==> config.mk <==
export PLATFORM = sky130hd
export DESIGN_NAME = poly_mau_ctrl
export DESIGN_NICKNAME = d
export VERILOG_FILES = /design/src/rtl/poly_mau_ctrl_pkg.sv /design/src/rtl/poly_mau_ctrl_wb.sv /design/src/rtl/poly_mau_ctrl.sv
export SDC_FILE = /design/constraint.sdc
export NUM_CORES = 1
export LEC_CHECK = 0
export BUFFER_PORTS_ARGS = -buffer_cell sky130_fd_sc_hd__buf_4
export CORE_MARGIN = 2
export CORE_UTILIZATION = 44
export DETAILED_ROUTE_END_ITERATION = 8
export GPL_TIMING_DRIVEN = 0
export PLACE_DENSITY = 0.78
export REMOVE_ABC_BUFFERS = 1
export SLEW_MARGIN = 20
export SYNTH_ARGS = -nofsm -noshare
export SYNTH_HDL_FRONTEND = slang
export SYNTH_SLANG_ARGS = --single-unit
==> constraint.sdc <==
create_clock -name clk -period 2.6 [get_ports clk]
set_clock_uncertainty 0.2 [all_clocks]
set_input_delay 0.39 -clock clk [delete_from_list [all_inputs] [get_ports clk]]
set_output_delay 0.39 -clock clk [all_outputs]
set_load 0.03 [all_outputs]
==> src/rtl/poly_mau_ctrl_pkg.sv <==
// Shared definitions for the MAU operand sequencer: FSM encodings, ALU mode codes
// and the default drain watchdog limit.
package poly_mau_ctrl_pkg;

    typedef enum logic [1:0] {
        ST_IDLE  = 2'd0,
        ST_ISSUE = 2'd1,
        ST_DRAIN = 2'd2,
        ST_DONE  = 2'd3
    } state_t;

    localparam logic [3:0] ALU_PADD = 4'd0;
    localparam logic [3:0] ALU_PSUB = 4'd1;
    localparam logic [3:0] ALU_PMUL = 4'd2;
    localparam logic [3:0] ALU_PMAC = 4'd3;

    localparam int TO_CYC_DEFAULT = 64;

    // Results are only accepted while a command is in flight.
    function automatic logic is_capture_state(input state_t s);
        return (s == ST_ISSUE) || (s == ST_DRAIN);
    endfunction

endpackage

==> src/rtl/poly_mau_ctrl_wb.sv <==
// Result write-back: counts MAU results, forms destination addresses and
// registers the write strobe, address and data for the destination RAM.
module poly_mau_ctrl_wb
    import poly_mau_ctrl_pkg::*;
#(
    parameter int AW = 8,
    parameter int DW = 24
) (
    input  logic          clk,
    input  logic          rst,
    input  logic          clear,
    input  logic          capture_en,
    input  logic          mau_valid,
    input  logic [DW-1:0] mau_o0,
    input  logic [AW-1:0] dst,
    output logic [AW:0]   rc,
    output logic          wr_en,
    output logic [AW-1:0] wr_addr,
    output logic [DW-1:0] wr_data
);

    logic [AW:0]   rc_reg;
    logic          wr_en_reg;
    logic [AW-1:0] wr_addr_reg;
    logic [DW-1:0] wr_data_reg;
    logic          capture;

    assign capture = capture_en && mau_valid;

    always_ff @(posedge clk) begin
        if (rst) begin
            rc_reg      <= '0;
            wr_en_reg   <= 1'b0;
            wr_addr_reg <= '0;
            wr_data_reg <= '0;
        end else begin
            wr_en_reg <= capture;
            if (clear) begin
                rc_reg <= '0;
            end else if (capture) begin
                rc_reg      <= rc_reg + 1'b1;
                // Address wraps modulo the RAM depth.
                wr_addr_reg <= dst + rc_reg[AW-1:0];
                wr_data_reg <= mau_o0;
            end
        end
    end

    assign rc      = rc_reg;
    assign wr_en   = wr_en_reg;
    assign wr_addr = wr_addr_reg;
    assign wr_data = wr_data_reg;

endmodule

==> src/rtl/poly_mau_ctrl.sv <==
// Command-driven operand sequencer and result collector for the polynomial MAU.
// Optional drain watchdog enabled by defining POLY_MAU_CTRL_TIMEOUT_EN.
module poly_mau_ctrl
    import poly_mau_ctrl_pkg::*;
#(
    parameter int AW     = 8,
    parameter int DW     = 24,
    parameter int TO_CYC = TO_CYC_DEFAULT
) (
    input  logic          clk,
    input  logic          rst,
    input  logic          cmd_valid,
    output logic          cmd_ready,
    input  logic [3:0]    cmd_alu_mode,
    input  logic [AW:0]   cmd_len,
    input  logic [AW-1:0] cmd_src_a,
    input  logic [AW-1:0] cmd_src_b,
    input  logic [AW-1:0] cmd_dst,
    output logic          rd_en,
    output logic [AW-1:0] rd_addr_a,
    output logic [AW-1:0] rd_addr_b,
    input  logic [DW-1:0] rd_data_a,
    input  logic [DW-1:0] rd_data_b,
    output logic          mau_enable,
    output logic [3:0]    mau_alu_mode,
    output logic [DW-1:0] mau_a,
    output logic [DW-1:0] mau_b,
    input  logic          mau_valid,
    input  logic [DW-1:0] mau_o0,
    output logic          wr_en,
    output logic [AW-1:0] wr_addr,
    output logic [DW-1:0] wr_data,
    output logic          busy,
    output logic          done,
    output logic          err
);

    localparam logic [AW:0] LEN_ONE = (AW+1)'(1);

    state_t        state_reg, state_next;
    logic [AW:0]   ic_reg;
    logic [AW:0]   len_reg;
    logic [AW-1:0] src_a_reg, src_b_reg, dst_reg;
    logic [3:0]    mode_reg;
    logic          mau_enable_reg;
    logic [AW:0]   rc;
    logic [AW:0]   last_idx;
    logic          accept;
    logic          timeout_hit;

    assign accept    = cmd_valid && (state_reg == ST_IDLE);
    assign last_idx  = len_reg - LEN_ONE;
    assign cmd_ready = (state_reg == ST_IDLE);
    assign busy      = (state_reg != ST_IDLE);
    assign done      = (state_reg == ST_DONE);
    assign rd_en     = (state_reg == ST_ISSUE);
    assign rd_addr_a = src_a_reg + ic_reg[AW-1:0];
    assign rd_addr_b = src_b_reg + ic_reg[AW-1:0];

    // RAM read latency is one cycle, so a one-cycle delayed strobe lines up
    // with the data passed straight through to the MAU.
    assign mau_enable   = mau_enable_reg;
    assign mau_alu_mode = mode_reg;
    assign mau_a        = rd_data_a;
    assign mau_b        = rd_data_b;

    always_ff @(posedge clk) begin
        if (rst) begin
            state_reg <= ST_IDLE;
        end else begin
            state_reg <= state_next;
        end
    end

    always_comb begin
        state_next = state_reg;
        unique case (state_reg)
            ST_IDLE: begin
                if (accept) begin
                    state_next = (cmd_len == '0) ? ST_DONE : ST_ISSUE;
                end
            end
            ST_ISSUE: begin
                if (ic_reg == last_idx) begin
                    state_next = ST_DRAIN;
                end
            end
            ST_DRAIN: begin
                if (mau_valid && (rc == last_idx)) begin
                    state_next = ST_DONE;
                end else if (timeout_hit) begin
                    state_next = ST_IDLE;
                end
            end
            ST_DONE: begin
                state_next = ST_IDLE;
            end
            default: begin
                state_next = ST_IDLE;
            end
        endcase
    end

    always_ff @(posedge clk) begin
        if (rst) begin
            ic_reg         <= '0;
            len_reg        <= '0;
            src_a_reg      <= '0;
            src_b_reg      <= '0;
            dst_reg        <= '0;
            mode_reg       <= '0;
            mau_enable_reg <= 1'b0;
        end else begin
            mau_enable_reg <= rd_en;
            if (accept) begin
                ic_reg    <= '0;
                len_reg   <= cmd_len;
                src_a_reg <= cmd_src_a;
                src_b_reg <= cmd_src_b;
                dst_reg   <= cmd_dst;
                mode_reg  <= cmd_alu_mode;
            end else if (state_reg == ST_ISSUE) begin
                ic_reg <= ic_reg + LEN_ONE;
            end
        end
    end

    poly_mau_ctrl_wb #(
        .AW(AW),
        .DW(DW)
    ) u_wb (
        .clk        (clk),
        .rst        (rst),
        .clear      (accept),
        .capture_en (is_capture_state(state_reg)),
        .mau_valid  (mau_valid),
        .mau_o0     (mau_o0),
        .dst        (dst_reg),
        .rc         (rc),
        .wr_en      (wr_en),
        .wr_addr    (wr_addr),
        .wr_data    (wr_data)
    );

`ifdef POLY_MAU_CTRL_TIMEOUT_EN
    localparam int TO_W = $clog2(TO_CYC + 1);

    logic [TO_W-1:0] to_cnt_reg;
    logic            err_reg;

    // Counter sits at zero outside DRAIN, so entering DRAIN starts a fresh window.
    assign timeout_hit = (state_reg == ST_DRAIN) && !mau_valid
                         && (to_cnt_reg == TO_W'(TO_CYC - 1));

    always_ff @(posedge clk) begin
        if (rst) begin
            to_cnt_reg <= '0;
            err_reg    <= 1'b0;
        end else begin
            err_reg <= timeout_hit;
            if ((state_reg != ST_DRAIN) || mau_valid) begin
                to_cnt_reg <= '0;
            end else begin
                to_cnt_reg <= to_cnt_reg + 1'b1;
            end
        end
    end

    assign err = err_reg;
`else
    assign timeout_hit = 1'b0;
    assign err         = 1'b0;
`endif

endmodule
* Yosys cells after proc, flatten, opt, wreduce, memory -nomap -nowiden
Index checks and enable logic that the tools add are counted.
Storage, ports and cells: output and inout port bits 107, word-level logic and storage cells 42, input bits 113, register bits 91
Cells by class: eq/ne operators 8, muxes and demuxes 5, add/subtract/negate cells 6, reduce and logical (&&, ||, !) cells 10, bitwise gates (word level) 1
Operator list (count):
- 8-bit adder | 3
- 9-bit by 1-bit adder with 9-bit output, second input constant | 2
- 9-bit equality test | 2
- 9-bit zero test | 1
- 9-bit by 1-bit subtractor with 9-bit output, second input constant | 1
- 2-bit 2-to-1 mux | 4
- 2-bit one-hot mux with 4 select lines | 1
- 2-bit equality test, second input constant | 2
- 2-bit by 1-bit != test with 1-bit output, second input constant | 2
- 1-bit logical AND | 3
- 3-bit AND reduction | 1
- 2-bit by 1-bit equality test with 1-bit output, second input constant | 1
- 2-bit zero test | 1
- 2-bit != test, second input constant | 1
- 2-bit AND reduction | 1
- 2-bit nonzero test | 1
- 2-bit OR reduction | 1
- 1-bit logical OR | 1
- 1-bit inverter | 1

* Longest topological paths before layout
Gate-level depths: netlist of run 1.
depth after elaboration 5, depth in mapped cells 10, depth with buffers taken out 10

* Modules after synthesis
Synthesis of run 1 repeated with hierarchy kept, for this count alone.
Unflattened totals: cells, all modules 635, area total of the unflattened synthesis 5096.1 sq um
Modules (own cells, without submodules):
- poly_mau_ctrl | area each 3225.6 sq um, times used 1, cells each 411
- poly_mau_ctrl_wb | area each 1870.5 sq um, times used 1, cells each 224

* Worst setup path after synthesis of run 1
Ideal clock, no wire load.
path type reg-to-output, start register ic_reg[0], end output rd_addr_a[6], required time 2010 ps, cell stages (with the launch flop) 10, arrival time 2095 ps, setup slack -85 ps, cell sequence dfxtp_1 > ha_1 > inv_1 > fa_1 > inv_1 > a21oi_1 > o21bai_1 > a21o_1 > a21oi_1 > xnor2_1
Between the ends: cells in the longest elaborated chain, start to end 1
RTL lines:
- start: declaration | RTL line poly_mau_ctrl.sv:41 | logic [AW:0] ic_reg;
- start signal: assignment | RTL line poly_mau_ctrl.sv:123 | ic_reg <= ic_reg + LEN_ONE;
- 8-bit adder | RTL line poly_mau_ctrl.sv:57 | assign rd_addr_a = src_a_reg + ic_reg[AW-1:0];
- end: declaration | RTL line poly_mau_ctrl.sv:20 | output logic [AW-1:0] rd_addr_a,
Every way passes these cells.

* Worst setup path after layout of run 1
Same ends and word-level chain as after synthesis.

==> flow_summary.ini, run 1 <==
[worst_setup_path]
timing.rr.start = len_reg[1]
reg2reg_slack_ns = -0.02
crit_buf_inv = 3
crit_chain = ha_4 -> inv_2 -> fa_2 -> inv_2 -> a21oi_2 -> o21bai_1 -> a21o_1 -> a21oi_2 -> xnor2_1 -> buf_4
worstPathArrival_ns = 2.16
slowest_stage = dfxtp_4
crit_family = adder cells
startpoint_type = flop
end_kind = output pin
crit_required_ns = 2.01
crit_fanout = 3
crit_type = reg -> out
slowest_delay_ns = 0.38
crit_start = ic_reg[0]

[run_status]
status = finished with violations
violations = setup timing

[sta]
fin_crit_ns = 2.75
hold_viol_final = 0
setup_violations = 5
slew_headroom = 0.463
worst_pin_slew_ns = 0.806
fmax_mhz = 363
fin_hold_ws_ns = 0.0891
setup_ws_ns = -0.153
fin_crit_sh = 1.06
slew_violations = 0
tns_ns = -0.375
rsz0062_at_grt = true

[grt]
grt_pass1_wl_um = 23800
grt_util_all_layers = 0.238
grt_overflow = 0
gr-usage-met3 = 0.125
top_usage_layer = met2
grt_pass1_vias = 4668
gr-usage-met1 = 0.290
use_met2 = 0.358
grt_max_degree = 75
antenna_found_initial = 0

[clocking]
clock_latency_ns = 0.34
path_clk_slew_ns = 0.06
cts_max_path_buffers = 2
root_buffer = clkbuf_16
numClockSinks = 91
ctsHtreeMaxLevel = 3
cts_tree = done
cts_buffers = 9

[die]
ioPinCount = 220
fp.coreArea_mm2 = 0.0114
start_util = 0.449
die_area_mm2 = 0.0125
die_x_um = 112
fp-row-count = 39
die_h_um = 112

[layout]
area_growth_pct = 25.1
final_layout_size_suffix_gt1_frac = 0.299
final_nets = 861
final_cells = 865
fill_cells = 1030
largest_reg_flops = 24
register_area_mm2 = 0.00185
multi_input_area_mm2 = 0.00287
antenna_cells = 0

[worst_hold_path]
hold_start = cmd_src_a[1]
min_path_type = in -> reg

[detailed_routing]
vias = 4706
wl_um = 15700
drt_iter0_markers = 270
wl_per_cell_um = 18.1
drt_first_pass_iters = 4
antenna_left = 0
via_per_inst = 5.44
drc = 0

[logic_synthesis]
synth_cell_type_count = 52
ys_ff_latch = 91
ys_warn_count = 0
yosysSeqAreaShare = 0.355
netlist_area_mm2 = 0.00513
syn_avg_cell_area_um2 = 7.93
syn_inst = 647

[pwr]
p_comb_frac = 0.417
power_frac_clock = 0.260
power.share.switching = 0.392
vdd_ir_drop_max_v = 0.00105
finalPower_uw = 5580
internal-power_uw = 3400
switchingPower_uw = 2190
leakage_uw = 0.00274
pwr-share-seq = 0.323
power.density_mw_per_mm2 = 870

[place]
hpwl_um = 10800
pre_cts_ws_ns = -0.463
dp_cells = 826
gp_congestion = 0.835
port_buffers = 122

[run]
cap_violations = 0
[logic make-up after synthesis]
kind of cell / after synthesis / share of synthesized area
XOR/XNOR: 49 / 0.0836
adder cells (fa/ha/maj): 31 / 0.0800
AND/OR/NAND/NOR: 230 / 0.199
other: 1 / 0.000731
flip-flops: 91 / 0.355
buffers and inverters: 109 / 0.122
multiplexers: 1 / 0.00195
AO/OA/AOI/OAI: 135 / 0.158
[worst min-delay path, delay by kind of cell]
family / cells / cell delay (ns)
AOI/OAI and AO/OA: 1 / 0.05
buffers and inverters: 1 / 0.11
and+or+nand+nor: 1 / 0.04
[stage by stage]
| step | area [um2] | util |
|---|---|---|
| global route | 6420 | 0.562 |
| global placement | 5690 | 0.498 |
| finish | 6420 | 0.562 |
| CTS | 6270 | 0.549 |
| detailed placement | 5700 | 0.499 |
| floorplan | 4590 | - |
[area by class of cell]
class,instances,area share
Inverter,23,0.0138
Clock inverter,6,0.0148
Tap cell,143,0.0279
Clock buffer,10,0.0372
Multi-Input combinational cell,448,0.447
Timing Repair Buffer,144,0.171
Sequential cell,91,0.288
[cell usage after synthesis (all sizes together)]
master,number,area [um2]
o21a,3,22.5
fa,3,60.1
dfxtp,91,1820
and3,3,18.8
nand3b,1,7.51
a21o,7,52.6
nand2,152,573
nand3,4,20.0
o41a,1,11.3
nor4b,1,15.0
o2111ai,1,8.76
a2bb2oi,1,8.76
o41ai,2,43.8
a21oi,86,430
conb,1,3.75
o21ai,14,70.1
o31ai,1,7.51
clkbuf,24,90.1
nand4,8,50.1
nor3,9,50.1
xor2,19,166
buf,62,448
o211ai,1,7.51
inv,23,86.3
or4b,1,13.8
nor2b,5,31.3
o21bai,4,30.0
xnor2,30,263
a211oi,5,37.5
o22ai,1,6.26
nor3b,1,7.51
mux2i,1,10.0
nor2,28,105
nand4b,1,8.76
a221oi,2,23.8
a21boi,3,22.5
or3,4,25.0
nor4,4,40.0
a2111oi,2,17.5
nand2b,4,25.0
and4b,1,10.0
and2,3,18.8
ha,28,350
a41o,1,11.3
[power groups by stage]
stage	clock, uW	sequential [uW]	combinational [uW]
2_1_floorplan	0	1970	1230
3_3_place_gp	0	1810	1990
3_5_place_dp	0	1820	2070
4_1_cts	1470	1790	2210
5_1_grt	1530	1830	2510
6_report	1450	1800	2330
[routing by layer]
metal  part of all wire  up-vias
met5             0.0049        -
met4              0.015        4
met3               0.11       21
met2               0.46      220
met1               0.41     2220
li1                   -     2241
[layout by cell type, fill, tap and decap left out, types with 11 or more instances in the layout]
cell type,count
nand2_1,149
buf_4,139
dfxtp_1,79
a21oi_1,77
xnor2_1,28
nor2_1,26
ha_1,22
xor2_1,19
inv_1,16
o21ai_0,11
[final timing paths]
check	to	cells after the start
setup / recovery	rd_addr_a[6]	10
hold / removal	src_a_reg[1]	3
setup reg to reg	state_reg[0]	9
hold reg to reg	u_wb.wr_addr[2]	2
[what timing repair did]
| item | in CTS | in global routing |
|---|---|---|
| setup endpoints to repair | 40 | 42 |
| pin swaps | 17 | 24 |
| buffers inserted | 18 | 4 |
| gates resized for setup | 35 | 29 |
| hold buffers | 0 | 0 |
| cloned | 0 | 1 |
Power figures use the tool's default switching activity.
==> run 2: changes to the inputs <==
PLACE_DENSITY = 0.76   (was 0.78)
==> run 2 against run 1 <==
  * The run still ends with setup timing left
  * Setup slack better by 0.059 ns
  * Critical path depth unchanged
  * Routed wire length up 0.98%
  * Utilization down 0.19 points
  * Sequential power about the same
  * Design area down 0.33%
  * Highest routed layer unchanged
==> flow_summary.ini, run 2 (synthesized netlist as in run 1, its figures left out) <==
[worst_setup_path]
crit_type = reg -> out
worstPathArrival_ns = 2.10
crit_fanout = 3
crit_required_ns = 2.01
startpoint_type = flop
end_kind = output pin

[die]
start_util = 0.449
fp-row-count = 39
fp.coreArea_mm2 = 0.0114
die_x_um = 112
ioPinCount = 220
die_area_mm2 = 0.0125
die_h_um = 112

[layout]
fill_cells = 1036
layout_common_cells = 149 x nand2_1, 137 x buf_4, 80 x dfxtp_1
multi_input_area_mm2 = 0.00290
post-route-util = 0.560
antenna_cells = 0
area_growth_pct = 24.7
largest_reg_flops = 24
layout_commonest_cell = nand2_1
register_area_mm2 = 0.00185
final_cells = 863
final_layout_size_suffix_gt1_frac = 0.299
final_nets = 860

[place]
gp_congestion = 0.843
dp_cells = 826
port_buffers = 122
hpwl_um = 11300

[sta]
hold_viol_final = 0
slew_headroom = 0.489
worst_pin_slew_ns = 0.766
fin_crit_ns = 2.69
setup_ws_ns = -0.0939
slew_violations = 0
rsz0062_at_grt = true
fmax_mhz = 371
setup_violations = 5
fin_crit_sh = 1.04

[grt]
grt_util_all_layers = 0.241
grt_max_degree = 75
grt_pass1_wl_um = 23700
grt_pass1_vias = 4571
grt_overflow = 0
antenna_found_initial = 0

[clocking]
numClockSinks = 91
cts_buffers = 9
root_buffer = clkbuf_16
cts_max_path_buffers = 2
clock_latency_ns = 0.34
ctsHtreeMaxLevel = 3
path_clk_slew_ns = 0.07
cts_tree = done

[pwr]
vdd_ir_drop_max_v = 0.000674
finalPower_uw = 5410
leakage_uw = 0.00271
power.density_mw_per_mm2 = 845

[detailed_routing]
drt_iter0_markers = 300
wl_um = 15800
drc = 0
antenna_left = 0
via_per_inst = 5.49
drt_first_pass_iters = 5
wl_per_cell_um = 18.3
vias = 4735

[run]
cap_violations = 0

[run_status]
status = finished with violations
violations = setup timing

[worst_hold_path]
min_path_type = in -> reg
==> run 2: metal layers <==
metal | global-route usage | vias to the layer above | share of wire
met1 | 0.289 | 2229 | 0.40
li1 | - | 2232 | -
met5 | 0.102 | - | 0.0096
met3 | 0.149 | 29 | 0.13
met2 | 0.347 | 239 | 0.44
met4 | 0.0805 | 6 | 0.016
==> run 2: final cells by class <==
type / count / area share
Timing Repair Buffer: 143 / 0.171
Sequential cell: 91 / 0.288
Multi-Input combinational cell: 448 / 0.453
Clock inverter: 6 / 0.0104
Inverter: 23 / 0.0135
Tap cell: 143 / 0.0280
Clock buffer: 9 / 0.0352
==> run 2: stage by stage <==
| step | cell area (um2) | setup TNS, ns | worst slack [ns] | hold WS [ns] |
|---|---|---|---|---|
| 2_1_floorplan | 4590 | -10.94 | -0.388 | 0.234 |
| 6_report | 6400 | -0.279 | -0.0939 | 0.0924 |
| 4_1_cts | 6240 | -0.532 | -0.148 | 0.0837 |
| 5_1_grt | 6400 | -0.992 | -0.207 | 0.0891 |
| 3_5_place_dp | 5700 | -11.06 | -0.470 | 0.248 |
| 3_3_place_gp | 5690 | -43.41 | -1.17 | 0.243 |
==> run 2: critical path, stage by stage (launching register included) <==
cell      delay [ns]
dfxtp_4         0.38
ha_4            0.15
inv_2           0.04
fa_2            0.35
inv_2           0.07
a21oi_2         0.05
o21bai_2        0.17
a21o_1          0.15
a21oi_2         0.05
xnor2_1         0.17
buf_4           0.19
==> run 2: final timing paths <==
| kind | start | endpoint | slack, ns | cells after the start |
|---|---|---|---|---|
| worst min-delay path | mau_o0[8] | u_wb.wr_data[8] | 0.09 | 3 |
| worst max register to register | len_reg[0] | state_reg[0] | 0.01 | 10 |
| worst min register to register | u_wb.wr_addr[3] | u_wb.wr_addr[3] | 0.26 | 2 |
| worst max-delay path | ic_reg[0] | rd_addr_b[6] | -0.09 | 10 |
==> run 2: report_power, final <==
| part | internal, uW | switching [uW] | leakage (uW) | total [uW] |
|---|---|---|---|---|
| logic | 908 | 1410 | 0.00183 | 2320 |
| registers | 1610 | 183 | 0.000747 | 1800 |
| clock network | 741 | 553 | 0.000134 | 1290 |
| total | 3260 | 2150 | 0.00271 | 5410 |
==> run 2: timing repair <==
action,CTS,global route
endpoints found under the setup margin,40,42
hold buffers,0,0
buffers inserted,17,5
resized for setup,39,28
gates cloned,0,1
pin swaps,21,28
